--- src/rtl/uart_rx_engine.sv ---
// UART receive engine: configurable 5-8 data bits, parity, 1/2 stop bits, runtime divisor, FWFT FIFO.
// Optional break detection is enabled by defining UART_RX_BREAK_DET_EN.
module uart_rx_engine #(
  parameter int DIV_W      = 20,
  parameter int FIFO_DEPTH = 8
) (
  input  logic                          clk,
  input  logic                          rst,
  input  logic [DIV_W-1:0]              baud_div,
  input  logic [1:0]                    data_len,
  input  logic                          parity_en,
  input  logic                          ohel,
  input  logic                          two_stop,
  input  logic                          rx,
  input  logic                          rd,
  output logic [7:0]                    rdata,
  output logic                          rdata_perr,
  output logic                          rdata_ferr,
  output logic                          rx_valid,
  output logic [$clog2(FIFO_DEPTH):0]   count,
  output logic                          ovf,
  input  logic                          ovf_clr,
  output logic                          busy,
  output logic                          done,
  output logic                          brk
);
  localparam int AW = $clog2(FIFO_DEPTH);
  localparam int CW = AW + 1;
`ifdef UART_RX_BREAK_DET_EN
  localparam bit BRK_EN = 1'b1;
`else
  localparam bit BRK_EN = 1'b0;
`endif

  typedef enum logic [2:0] {IDLE, START, DATA, PARITY, STOP, WAITHI} state_t;
  state_t state_q, state_d;

  logic             rx_meta, rxs;
  logic [DIV_W-1:0] div_eff, div_q, cnt_q;
  logic [1:0]       len_q;
  logic             par_en_q, odd_q, two_stop_q;
  logic [7:0]       shreg_q;
  logic [2:0]       bit_q, last_bit;
  logic             stop_q, perr_q, ferr_q, par_bit_q;
  logic             btu, in_frame, zero_frame;
  logic             start_frame, shift_en, par_smp, stop1_en;
  logic [9:0]       entry;

  // NOTE: sequential state uses non-blocking assignments so every flop samples pre-edge values.
  always_ff @(posedge clk or negedge rst) begin
    if (!rst) begin
      rx_meta <= 1'b1;
      rxs     <= 1'b1;
    end else begin
      rx_meta <= rx;
      rxs     <= rx_meta;
    end
  end

  assign div_eff    = (baud_div < DIV_W'(4)) ? DIV_W'(4) : baud_div;
  assign btu        = (cnt_q == '0);
  assign in_frame   = (state_q == START) || (state_q == DATA) ||
                      (state_q == PARITY) || (state_q == STOP);
  assign busy       = in_frame;
  assign last_bit   = {1'b0, len_q} + 3'd4;
  // A break is all-zero data, parity and first stop bit, seen at the first stop sample.
  assign zero_frame = (shreg_q == 8'h00) && !par_bit_q && !stop_q && !rxs;
  assign entry      = {ferr_q | ~rxs, perr_q, shreg_q};

  always_ff @(posedge clk or negedge rst) begin
    if (!rst) state_q <= IDLE;
    else      state_q <= state_d;
  end

  // NOTE: every signal written here gets a default first so no latches are inferred.
  always_comb begin
    state_d     = state_q;
    start_frame = 1'b0;
    shift_en    = 1'b0;
    par_smp     = 1'b0;
    stop1_en    = 1'b0;
    done        = 1'b0;
    brk         = 1'b0;
    case (state_q)
      IDLE:   if (!rxs) begin
                state_d     = START;
                start_frame = 1'b1;
              end
      START:  if (btu) state_d = rxs ? IDLE : DATA;
      DATA:   if (btu) begin
                shift_en = 1'b1;
                if (bit_q == last_bit) state_d = par_en_q ? PARITY : STOP;
              end
      PARITY: if (btu) begin
                par_smp = 1'b1;
                state_d = STOP;
              end
      STOP:   if (btu) begin
                if (BRK_EN && zero_frame) begin
                  brk     = 1'b1;
                  state_d = WAITHI;
                end else if (two_stop_q && !stop_q) begin
                  stop1_en = 1'b1;
                end else begin
                  done    = 1'b1;
                  state_d = rxs ? IDLE : WAITHI;
                end
              end
      WAITHI: if (rxs) state_d = IDLE;
      default: state_d = IDLE;
    endcase
  end

  always_ff @(posedge clk or negedge rst) begin
    if (!rst) begin
      div_q      <= '0;
      cnt_q      <= '0;
      len_q      <= '0;
      par_en_q   <= 1'b0;
      odd_q      <= 1'b0;
      two_stop_q <= 1'b0;
      shreg_q    <= '0;
      bit_q      <= '0;
      stop_q     <= 1'b0;
      perr_q     <= 1'b0;
      ferr_q     <= 1'b0;
      par_bit_q  <= 1'b0;
    end else begin
      if (start_frame) begin
        div_q      <= div_eff;
        cnt_q      <= div_eff >> 1;
        len_q      <= data_len;
        par_en_q   <= parity_en;
        odd_q      <= ohel;
        two_stop_q <= two_stop;
        shreg_q    <= '0;
        bit_q      <= '0;
        stop_q     <= 1'b0;
        perr_q     <= 1'b0;
        ferr_q     <= 1'b0;
        par_bit_q  <= 1'b0;
      end else if (in_frame) begin
        cnt_q <= btu ? div_q - DIV_W'(1) : cnt_q - DIV_W'(1);
      end
      if (shift_en) begin
        shreg_q[bit_q] <= rxs;
        bit_q          <= bit_q + 3'd1;
      end
      if (par_smp) begin
        par_bit_q <= rxs;
        perr_q    <= rxs != ((^shreg_q) ^ odd_q);
      end
      if (stop1_en) begin
        stop_q <= 1'b1;
        ferr_q <= ~rxs;
      end
    end
  end

  // Receive FIFO, first-word-fall-through
  logic [9:0]    mem [FIFO_DEPTH];
  logic [AW-1:0] wr_ptr, rd_ptr;
  logic [9:0]    head;
  logic          full, pop, wr_en;

  assign rx_valid = (count != '0);
  assign full     = (count == CW'(FIFO_DEPTH));
  assign pop      = rd && rx_valid;
  assign wr_en    = done && (!full || pop);
  assign head     = mem[rd_ptr];
  assign rdata      = rx_valid ? head[7:0] : 8'h00;
  assign rdata_perr = rx_valid & head[8];
  assign rdata_ferr = rx_valid & head[9];

  // NOTE: storage is not reset; reads are masked by rx_valid so stale entries never show.
  always_ff @(posedge clk) begin
    if (wr_en) mem[wr_ptr] <= entry;
  end

  always_ff @(posedge clk or negedge rst) begin
    if (!rst) begin
      wr_ptr <= '0;
      rd_ptr <= '0;
      count  <= '0;
      ovf    <= 1'b0;
    end else begin
      if (wr_en) wr_ptr <= wr_ptr + AW'(1);
      if (pop)   rd_ptr <= rd_ptr + AW'(1);
      case ({wr_en, pop})
        2'b10:   count <= count + CW'(1);
        2'b01:   count <= count - CW'(1);
        default: count <= count;
      endcase
      if (done && full && !pop) ovf <= 1'b1;
      else if (ovf_clr)         ovf <= 1'b0;
    end
  end
endmodule

--- config.mk ---
export PLATFORM = sky130hd
export DESIGN_NAME = uart_rx_engine
export DESIGN_NICKNAME = d
export VERILOG_FILES = /design/src/rtl/uart_rx_engine.sv
export SDC_FILE = /design/constraint.sdc
export NUM_CORES = 1
export LEC_CHECK = 0
export CAP_MARGIN = 20
export CORE_MARGIN = 2
export CORE_UTILIZATION = 30
export DETAILED_ROUTE_END_ITERATION = 10
export GPL_ROUTABILITY_DRIVEN = 1
export PLACE_DENSITY_LB_ADDON = 0.08
export SLEW_MARGIN = 40
export SYNTH_ARGS = -nofsm -noshare
export SYNTH_HDL_FRONTEND = slang
export SYNTH_SLANG_ARGS = --single-unit
--- constraint.sdc ---
create_clock -name clk -period 4.4 [get_ports clk]
set_input_delay 0.88 -clock clk [delete_from_list [all_inputs] [get_ports clk]]
set_output_delay 0.88 -clock clk [all_outputs]
set_load 0.01 [all_outputs]
==> impl_metrics.ini <==
[die]
rows = 57
pin_count = 49
initial_core_util_pct = 30.3
chipWidth_um = 160
core_area_sq_um = 24100
die-area_sq_um = 25600
die_y_um = 160

[global_route]
grt.busiest_layer = met2
grt_util_met2_pct = 23.6
grtUsageTotal_pct = 14.8
antenna_found_initial = 0
use_met3_pct = 3.38
grt.overflow.total = 0
grtUsageMet1_pct = 20.1
grt_max_degree = 76
grt_pass1_vias = 5130
grt_pass1_wl_mm = 29.2

[sta]
drv_slew = 0
rsz0062_at_grt = false
min_period_over_period_pct = 92.1
fin_worst_skew_ns = 0.0120
holdWs_ns = 0.359
period_needed_ns = 4.05
relSlewSlack_pct = 51.2
fin_ws_ns = 0.347
fin_tns_setup_ns = 0
final-hold-violation-count = 0
setup_viol = 0
fmax_mhz = 247
worst_pin_slew_ns = 0.732

[detailed_routing]
via_per_inst = 4.94
drt_iter0_drc = 295
wl_per_cell_um = 17.8
drc = 0
num_vias = 4934
postRouteAntennaNets = 0
dr.pass1.iters = 5
totalWireLength_mm = 17.8

[clocking]
tritoncts = done
cts_setup_buffers = 0
clock_path_buffers = 2
clk_latency_ns = 0.44
ctsRootBufferMaster = clkbuf_16
cts_made_buffers = 17
cts_resized = 0
clk_pin_slew_ns = 0.08
cts_hold_buf = 0
clkSinkCount = 155
cts.htree.levels = 4

[synth]
synth_edf_count = 80
synthTopCellsByArea = edfxtp_1 33%, dfrtp_1 25%, mux4_2 6.2%
ys.flop_type = edfxtp_1
yosysTopAreaCell = edfxtp_1
synth_most_common_cell = nand2_1
syn_nets = 643
synth.yosys.warnings = 0
seq_area_frac_synth_pct = 58.6
synthTopCellsByCount = 102 x nand2_1, 80 x edfxtp_1, 73 x dfrtp_1, 34 x nor2_1, 27 x a21oi_1
synth_cell_type_count = 73
syn_area_per_cell_sq_um = 12.1
synth.top_cell.area_share_pct = 32.9
synth_area_sq_um = 7310
synth-seq-cells = 155
synth_async_sr_flop_share_pct = 48.4
syn_inst = 606

[power_and_ir_drop]
power_density_nw_per_um2 = 563
ir_worst_vdd_mv = 0.222
power_leakage_nw = 3.51

[worst_setup_path]
crit_slowest_cell = clkdlybuf4s50_1
worstSetupPathType = reg -> out
r2r-start = cnt_q[14]$_DFFE_PN0P_
cp-endpoint = done
r2r_cells = 12
crit_chain = nor4_1, or4b_4, nor4_2, clkdlybuf4s50_1
timing.rr.end = cnt_q[10]$_DFFE_PN0P_
slowest_delay_ns = 0.64
critical_path.startpoint = cnt_q[14]$_DFFE_PN0P_
cp.arrival_ns = 3.17
required_ns = 3.52
reg2reg_slack_ns = 0.70
worst_setup_path_start_kind = flop
crit_path_end_kind = primary output
cp_max_fo = 6

[flow_run]
drv_cap = 0

[outcome]
outcome = finished, final reports clean

[place]
io_buffers = 47
dp_slack_ns = 0.722
dpl.hpwl_mm = 12.1
gp_congestion = 0.762

[final_layout]
area_growth_pct = 20.8
n_antenna_cell = 0
final_layout_size_suffix_gt1_share_pct = 14.7
nFillCells = 2438
fin_util_pct = 36.6
fin_nets = 699

[hold_path]
holdPathStages = 0
min_path_type = reg -> reg
worst max-delay path: cells and delay by family (launching register included):
family / cells / cell delay, ns
AND/OR/NAND/NOR: 3 / 1.64
buffers and inverters: 1 / 0.64
flip-flops: 1 / 0.45
power by group:
group | switching [mW] | leakage (nW) | internal (mW)
sequential | 0.375 | 1.85 | 1.76
clock | 0.722 | 0.295 | 0.776
combinational | 0.724 | 1.36 | 0.616
total | 1.82 | 3.51 | 3.15
cell type report:
type,instances,area [sq um],area share [%]
clock buffer,17,425,4.82
tap,324,405,4.59
timing repair buffer,66,614,6.96
multi-input combinational,413,2880,32.7
clock inverter,15,180,2.04
inverter,9,33.8,0.383
sequential,155,4280,48.5
sequential cells by signal, indices dropped and copies added, names as in the netlist, 3 cells and up:
register / count
bit_q: 3
state_q: 3
rd_ptr: 3
div_q: 20
mem: 80
count: 4
shreg_q: 8
cnt_q: 20
wr_ptr: 3
cells by family after synthesis:
group	share of synthesized area, %
buf+inv	2.24
compound gates	9.85
other cells	0.0513
mux	8.96
simple gates	15.3
xor+xnor	3.72
flops	58.6
fa+ha+maj	1.30
layer usage:
layer  part of all wire, %  vias up
li1                      -     2357
met1                    48     2470
met2                    47       89
met3                   3.2       18
met4                   1.2        0
met5                     0        -
worst min path at each step:
stage,endpoint,start
after CTS,rxs$_DFF_PN1_,rx_meta$_DFF_PN1_
after detailed placement,rxs$_DFF_PN1_,rx_meta$_DFF_PN1_
final,rxs$_DFF_PN1_,rx_meta$_DFF_PN1_
after floorplan,rxs$_DFF_PN1_,rx_meta$_DFF_PN1_
after global routing,rxs$_DFF_PN1_,rx_meta$_DFF_PN1_
after global placement,rxs$_DFF_PN1_,rx_meta$_DFF_PN1_
through the flow:
stage	instances	total power [mW]	cell area, sq um
floorplan	606	3.00	7310
global placement	967	3.50	8210
detailed placement	967	3.52	8220
CTS	999	5.04	8820
global route	999	5.30	8820
finish	999	4.97	8820
cell usage in the layout (no fill, tap or decap), types with 17 or more instances in the layout:
cell type / count
nand2_1: 101
edfxtp_1: 80
dfrtp_1: 72
clkdlybuf4s50_1: 46
nor2_1: 34
a21oi_1: 27
o21ai_0: 26
xnor2_1: 20
mux4_2: 20
buf_4: 19
mux2i_1: 17
nand3_1: 17
clkbuf_16: 17
Note: power is estimated with default switching activity, not from simulation.
